--- src/rtl/updown_mod_counter.sv ---
// Parametrised up/down modulo counter with swap-toggled direction, load, wrap/saturate and limit status.
// Optional reflect-at-limits mode enabled by defining UPDOWN_PINGPONG_EN (wrap mode only).
module updown_mod_counter #(
    parameter int WIDTH    = 4,
    parameter int MAX_VAL  = (1 << WIDTH) - 1,
    parameter int STEP     = 1,
    parameter int SATURATE = 0
) (
    input  logic             Clk,
    input  logic             Reset,
    input  logic             Enable,
    input  logic             Swap,
    input  logic             Load,
    input  logic [WIDTH-1:0] LoadVal,
    output logic [WIDTH-1:0] UpCountS,
    output logic [WIDTH-1:0] DownCountS,
    output logic             Dir,
    output logic             AtLimit,
    output logic             Wrap
);

    localparam logic [WIDTH-1:0] MaxW  = WIDTH'(MAX_VAL);
    localparam logic [WIDTH:0]   MaxE  = (WIDTH+1)'(MAX_VAL);
    localparam logic [WIDTH:0]   ModE  = (WIDTH+1)'(MAX_VAL + 1);
    localparam logic [WIDTH:0]   StepE = (WIDTH+1)'(STEP);

    logic [WIDTH-1:0] cnt_q, cnt_d;
    logic             dir_q, dir_d;
    logic             swap_q;
    logic             wrap_q, wrap_d;

    logic             swap_edge;
    logic [WIDTH:0]   cnt_e;
    logic [WIDTH:0]   up_sum;
    logic             up_ovf;
    logic             dn_ovf;

    always_comb begin
        swap_edge = Swap & ~swap_q;
        cnt_e     = {1'b0, cnt_q};
        up_sum    = cnt_e + StepE;
        up_ovf    = up_sum > MaxE;
        dn_ovf    = cnt_e < StepE;

        cnt_d  = cnt_q;
        dir_d  = dir_q ^ swap_edge;
        wrap_d = 1'b0;

        if (Load) begin
            cnt_d = ({1'b0, LoadVal} > MaxE) ? MaxW : LoadVal;
        end else if (Enable) begin
            if (!dir_q) begin
                if (!up_ovf) begin
                    cnt_d = WIDTH'(up_sum);
                end else if (SATURATE != 0) begin
                    // Clamping while already parked at the limit is not a new event.
                    cnt_d  = MaxW;
                    wrap_d = (cnt_q != MaxW);
                end else begin
                    cnt_d  = WIDTH'(up_sum - ModE);
                    wrap_d = 1'b1;
                end
`ifdef UPDOWN_PINGPONG_EN
                if (SATURATE == 0 && up_sum >= MaxE) begin
                    cnt_d  = MaxW;
                    dir_d  = 1'b1;
                    wrap_d = 1'b1;
                end
`endif
            end else begin
                if (!dn_ovf) begin
                    cnt_d = WIDTH'(cnt_e - StepE);
                end else if (SATURATE != 0) begin
                    cnt_d  = '0;
                    wrap_d = (cnt_q != '0);
                end else begin
                    cnt_d  = WIDTH'(cnt_e + ModE - StepE);
                    wrap_d = 1'b1;
                end
`ifdef UPDOWN_PINGPONG_EN
                if (SATURATE == 0 && cnt_e <= StepE) begin
                    cnt_d  = '0;
                    dir_d  = 1'b0;
                    wrap_d = 1'b1;
                end
`endif
            end
        end
    end

    always_ff @(posedge Clk or posedge Reset) begin
        if (Reset) begin
            cnt_q  <= '0;
            dir_q  <= 1'b0;
            swap_q <= 1'b0;
            wrap_q <= 1'b0;
        end else begin
            cnt_q  <= cnt_d;
            dir_q  <= dir_d;
            swap_q <= Swap;
            wrap_q <= wrap_d;
        end
    end

    assign UpCountS   = cnt_q;
    assign DownCountS = MaxW - cnt_q;
    assign Dir        = dir_q;
    assign Wrap       = wrap_q;
    assign AtLimit    = dir_q ? (cnt_q == '0) : (cnt_q == MaxW);

endmodule

--- config.mk ---
export PLATFORM = sky130hd
export DESIGN_NAME = updown_mod_counter
export DESIGN_NICKNAME = d
export VERILOG_FILES = /design/src/rtl/updown_mod_counter.sv
export SDC_FILE = /design/constraint.sdc
export NUM_CORES = 1
export LEC_CHECK = 0
export ABC_AREA = 1
export BUFFER_PORTS_ARGS = -buffer_cell sky130_fd_sc_hd__buf_2
export CORE_MARGIN = 3
export CORE_UTILIZATION = 35
export DETAILED_ROUTE_END_ITERATION = 16
export GPL_TIMING_DRIVEN = 0
export PLACE_DENSITY_LB_ADDON = 0.25
export SLEW_MARGIN = 20
export SYNTH_ARGS = -nofsm -noshare
export SYNTH_HDL_FRONTEND = slang
export SYNTH_SLANG_ARGS = --single-unit
export TNS_END_PERCENT = 30
--- constraint.sdc ---
create_clock -name Clk -period 1.4 [get_ports Clk]
set_clock_uncertainty 0.05 [all_clocks]
set_input_delay 0.14 -clock Clk [delete_from_list [all_inputs] [get_ports Clk]]
set_output_delay 0.14 -clock Clk [all_outputs]
set_load 0.02 [all_outputs]
==> reports/metrics.csv, run 1 <==
metric,value,unit
cts_sinks,7,
place_area,596,um^2
required,1210,ps
core_area,0.00120,mm^2
reg2reg_depth,8,
fillers,115,
yosysTopAreaCell,dfrtp_1,
worst_pin_slew,280,ps
io_buffers,19,
violations,negative setup slack,
syn_area,480,um^2
whs_endpoint,UpCountS[2],
antenna_cells,0,
p_total,0.949,mW
grt_usage,14.0,%
slew_violations,0,
area_growth,50.0,%
synth_seq_area_share,36.5,%
rrSetupSlack,-10,ps
grt_pass1_vias,470,
dp.final_hpwl,885,um
grt_max_degree,9,
yosysMostFrequentCell,nand2_1,
synthFlopType,dfrtp_1,
grt_antenna_before_repair,0,
synth-warning-count,0,
insertion_delay,250,ps
syn_inst,69,
cts_tree,built,
layout-drive-gt1-share,39.0,%
vias,540,
syn_avg_cell_area,6.96,um^2
timing.rr.start,UpCountS[0],
timing.fmax,671,MHz
setup_viol,2,
syn-num-nets,82,
critPathMaxFanout,4,
min_path_type,input pin to register,
io_pins,20,
row_count,12,
cts-root-buf,clkbuf_4,
wl_per_cell,10.5,um
dieArea,0.00185,mm^2
whs_path_depth,3,
viasPerCell,4.74,
cts_made_buffers,3,
slew_headroom,81.3,%
crit_type,register to output pin,
ys_async_sr_fraction,100,%
setup_slack,-89.5,ps
nNetsFinal,114,
hold_viol,0,
rsz0062_at_grt,yes,
die_w,43.1,um
power.leakage,0.394,nW
totalWireLength,1200,um
clock_path_buffers,2,
drt_iter0_markers,11,
start_util,40.0,%
hp-start,LoadVal[2],
reg2reg_to,Wrap,
die_h,43.1,um
grt_overflow_total,0,
grt_pass1_wl,1950,um
ys_ff_latch,7,
p_per_area,1320,mW/mm^2
peakVddDrop,0.000648,V
path_clk_slew,50,ps
first_pass_iters,4,
worst-endpoint-arrival,1300,ps
synth_commonest_cells,"nand2_1 (19), inv_1 (11), nor2_1 (9)",
status,"finished, violations left",
htreeDepth,1,
synth_edf_count,0,
period_share,106,%
gp_congestion,0.794,
route.detailed.drc,0,
ant_nets,0,
critPathLaunchType,register,
yosysUniqueCellTypes,14,
synth_area_leaders,"dfrtp_1 (36%), nand2_1 (15%), ha_1 (10%)",
synth.top_cell.area_share,36.5,%
cap_viol_max_count,0,
end_kind,output pin,
period_minus_slack,1490,ps
fin_area,721,um^2
## state kept, by name (all words and copies together) (netlist names)
signal,count
UpCountS,4
Wrap,1
swap_q,1
Dir,1
## critical path, stage by stage (launching register included)
cell	delay, ps
dfrtp_2	440
ha_4	170
nand2_2	90
nor3_4	40
o21bai_1	150
buf_4	150
## area by class of cell
type	instances	area (um^2)	share of cell area, %
Clock buffer	4	26.3	3.65
Inverter	12	45.0	6.25
Multi-Input combinational cell	50	289	40.1
Sequential cell	7	180	25.0
Tap cell	14	17.5	2.43
Timing Repair Buffer	27	163	22.6
## power breakdown
part | internal, mW | switching, mW
Sequential | 0.246 | 0.0767
Clock | 0.109 | 0.0743
Combinational | 0.167 | 0.276
Total | 0.522 | 0.427
## how the worst max path moves through the flow
stage	start	end	slack, ps	cells past startpoint
after global routing	UpCountS[0]	AtLimit	-170	5
final	UpCountS[0]	AtLimit	-90	5
after floorplan	UpCountS[0]	Wrap	-110	8
after CTS	UpCountS[0]	AtLimit	-130	5
after global placement	UpCountS[0]	Wrap	-40	8
after detailed placement	UpCountS[0]	Wrap	-40	8
## layout by cell type, fill, tap and decap left out, types with 4 or more instances in the layout
| master | count |
|---|---|
| buf_4 | 7 |
| inv_1 | 9 |
| nor2_1 | 8 |
| nand3_1 | 8 |
| buf_2 | 18 |
| dfrtp_2 | 4 |
| nand2_1 | 18 |
## routing by layer
metal / GRT usage, % / up-vias / wire [um]
li1: - / 285 / -
met1: 16.0 / 244 / 520
met2: 23.4 / 11 / 608
met3: 6.78 / 0 / 70
met4: 3.01 / 0 / 0
met5: 0 / - / 0
## repair_timing
action	4_1_cts	5_1_grt
pin swaps	2	1
gates resized for setup	7	5
endpoints found under the hold margin	8	0
cloned	0	0
hold buffers	2	0
buffers inserted	6	0
endpoints found under the setup margin	3	3
## logic make-up (layout without fill, tap and decap cells)
kind of cell	after synthesis	in the layout	share of synthesized area, %
adders and majority gates	4	4	10.4
AOI/OAI and AO/OA	7	7	9.37
and+or+nand+nor	38	38	32.6
DFF	7	7	36.5
buffers and inverters	12	43	9.37
xor gates and xnor gates	1	1	1.82
## per-stage QoR
step           std cells  worst slack, ps  TNS, ps  hold slack (ps)  utilization, %
6_report             114            -89.5     -104             55.2            60.0
3_3_place_gp         102            -43.9    -50.7             29.5            49.6
4_1_cts              114             -133     -134             48.0            59.3
3_5_place_dp         102            -42.9    -42.9             44.4            49.6
5_1_grt              114             -175     -275             54.1            60.0
2_1_floorplan         69             -108     -290             -107               -
Note: power is estimated with default switching activity, not from simulation.
==> inputs of run 2 (changes only) <==
==> constraint.sdc (replaced) <==
create_clock -name Clk -period 1.85 [get_ports Clk]
set_clock_uncertainty 0.05 [all_clocks]
set_input_delay 0.185 -clock Clk [delete_from_list [all_inputs] [get_ports Clk]]
set_output_delay 0.185 -clock Clk [all_outputs]
set_load 0.02 [all_outputs]
==> reports/metrics.csv, run 2 (same netlist as run 1, synthesis figures left out) <==
metric,value,unit,change
final_cells,108,,was 114
rsz0062_at_grt,no,,was yes
period_share,88.2,%,
cts-root-buf,clkbuf_4,,unchanged
power.leakage,0.362,nW,was 0.394 nW
min_path_type,input pin to register,,unchanged
cap_viol_max_count,0,,unchanged
p_per_area,1050,mW/mm^2,was 1320 mW/mm^2
row_count,12,,unchanged
dieArea,0.00185,mm^2,unchanged
cts_made_buffers,3,,unchanged
fin_area,647,um^2,was 721 um^2
vias,529,,was 540
grt_usage,14.7,%,was 14.0%
die_h,43.1,um,unchanged
antenna_cells,0,,unchanged
grt_overflow_total,0,,unchanged
cts_sinks,7,,unchanged
cts_tree,built,,unchanged
required,1620,ps,was 1210 ps
place_area,593,um^2,was 596 um^2
slew_violations,0,,unchanged
slew_headroom,80.5,%,was 81.3%
io_pins,20,,unchanged
setup_tns,0,ps,was -104 ps
grt_max_degree,9,,unchanged
period_minus_slack,1630,ps,
area_growth,34.6,%,was 50.0%
dp_cells,102,,unchanged
critPathLaunchType,register,,unchanged
layout-drive-gt1-share,27.7,%,was 39.0%
cts_setup_buffers,0,,was 6
dp.final_hpwl,905,um,was 885 um
final_cell_mix,"nand2_1 (19), buf_2 (19), inv_1 (11), nor2_1 (9), nand3_1 (8)",,"was nand2_1 (18), buf_2 (18), inv_1 (9), nand3_1 (8), nor2_1 (8)"
route.detailed.drc,0,,unchanged
grt_pass1_wl,2010,um,was 1950 um
worst-endpoint-arrival,1400,ps,was 1300 ps
largest_register_ff_count,4,,unchanged
crit_type,register to output pin,,unchanged
timing.fmax,613,MHz,
gp_congestion,0.803,,was 0.794
fin_util,53.9,%,was 60.0%
insertion_delay,250,ps,about the same
core_area,0.00120,mm^2,unchanged
drt_iter0_markers,13,,was 11
clock_path_buffers,2,,unchanged
totalWireLength,1210,um,was 1200 um
grt_pass1_vias,463,,was 470
viasPerCell,4.90,,was 4.74
worst_pin_slew,292,ps,was 280 ps
nNetsFinal,108,,was 114
ant_nets,0,,unchanged
io_buffers,19,,unchanged
first_pass_iters,4,,unchanged
status,finished clean,,"was finished, violations left"
htreeDepth,1,,unchanged
die_w,43.1,um,unchanged
hold_viol,0,,unchanged
critPathMaxFanout,8,,was 4
grt_antenna_before_repair,0,,unchanged
wl_per_cell,11.2,um,was 10.5 um
peakVddDrop,0.000497,V,was 0.000648 V
path_clk_slew,50,ps,about the same
start_util,40.0,%,unchanged
hold-worst-slack,123,ps,was 55.2 ps
end_kind,output pin,,unchanged
setup_viol,0,,was 2
-- run 2: per-stage QoR --
step / power (mW) / setup slack (ps)
after floorplan: 0.436 / 216
after global placement: 0.533 / 299
after detailed placement: 0.538 / 276
after CTS: 0.680 / 75.1
after global routing: 0.746 / 71.4
final: 0.676 / 219
-- run 2: what timing repair did --
| action | CTS | global route |
|---|---|---|
| hold buffers | 2 | 0 |
| setup endpoints to repair | 0 | 1 |
| hold endpoints to repair | 8 | 0 |
| gates resized for setup | 0 | 3 |
-- run 2: where the power goes --
| group | leakage [nW] | internal [mW] | switching, mW |
|---|---|---|---|
| Combinational | 0.264 | 0.106 | 0.193 |
| Clock | 0.0150 | 0.0822 | 0.0538 |
| Sequential | 0.0834 | 0.184 | 0.0569 |
-- run 2: worst paths after layout --
path                             start  cells past startpoint  slack, ps     endpoint
max                        UpCountS[0]                      5        220      AtLimit
min                         LoadVal[2]                      3        120  UpCountS[2]
max reg2reg                UpCountS[0]                      8        350         Wrap
min reg2reg                     swap_q                      3        500          Dir
max in group asynchronous        Reset                      3       1140  UpCountS[0]
min in group asynchronous        Reset                      3        360          Dir
-- run 2: layout make-up --
cell class | instances | area [um^2]
Inverter | 12 | 45.0
Sequential cell | 7 | 178
Fill cell | 131 | 554
Tap cell | 14 | 17.5
Timing Repair Buffer | 21 | 115
Multi-Input combinational cell | 50 | 265
Clock buffer | 4 | 26.3
-- run 2: metal layers --
layer  wire [um]  vias to the layer above  GRT usage (%)  share of wire (%)
li1            -                      269              -                  -
met1         497                      242           16.6                 41
met2         633                       16           24.9                 52
met3          72                        2           6.78                5.9
met4           8                        0           3.61               0.66
met5           0                        -              0                  0
-- run 2: critical path, stage by stage, from the launching register on --
cell and delay [ps]:
dfrtp_2 430, ha_1 180, nand2_1 80, nor3_2 150, o21bai_1 120, buf_2 170
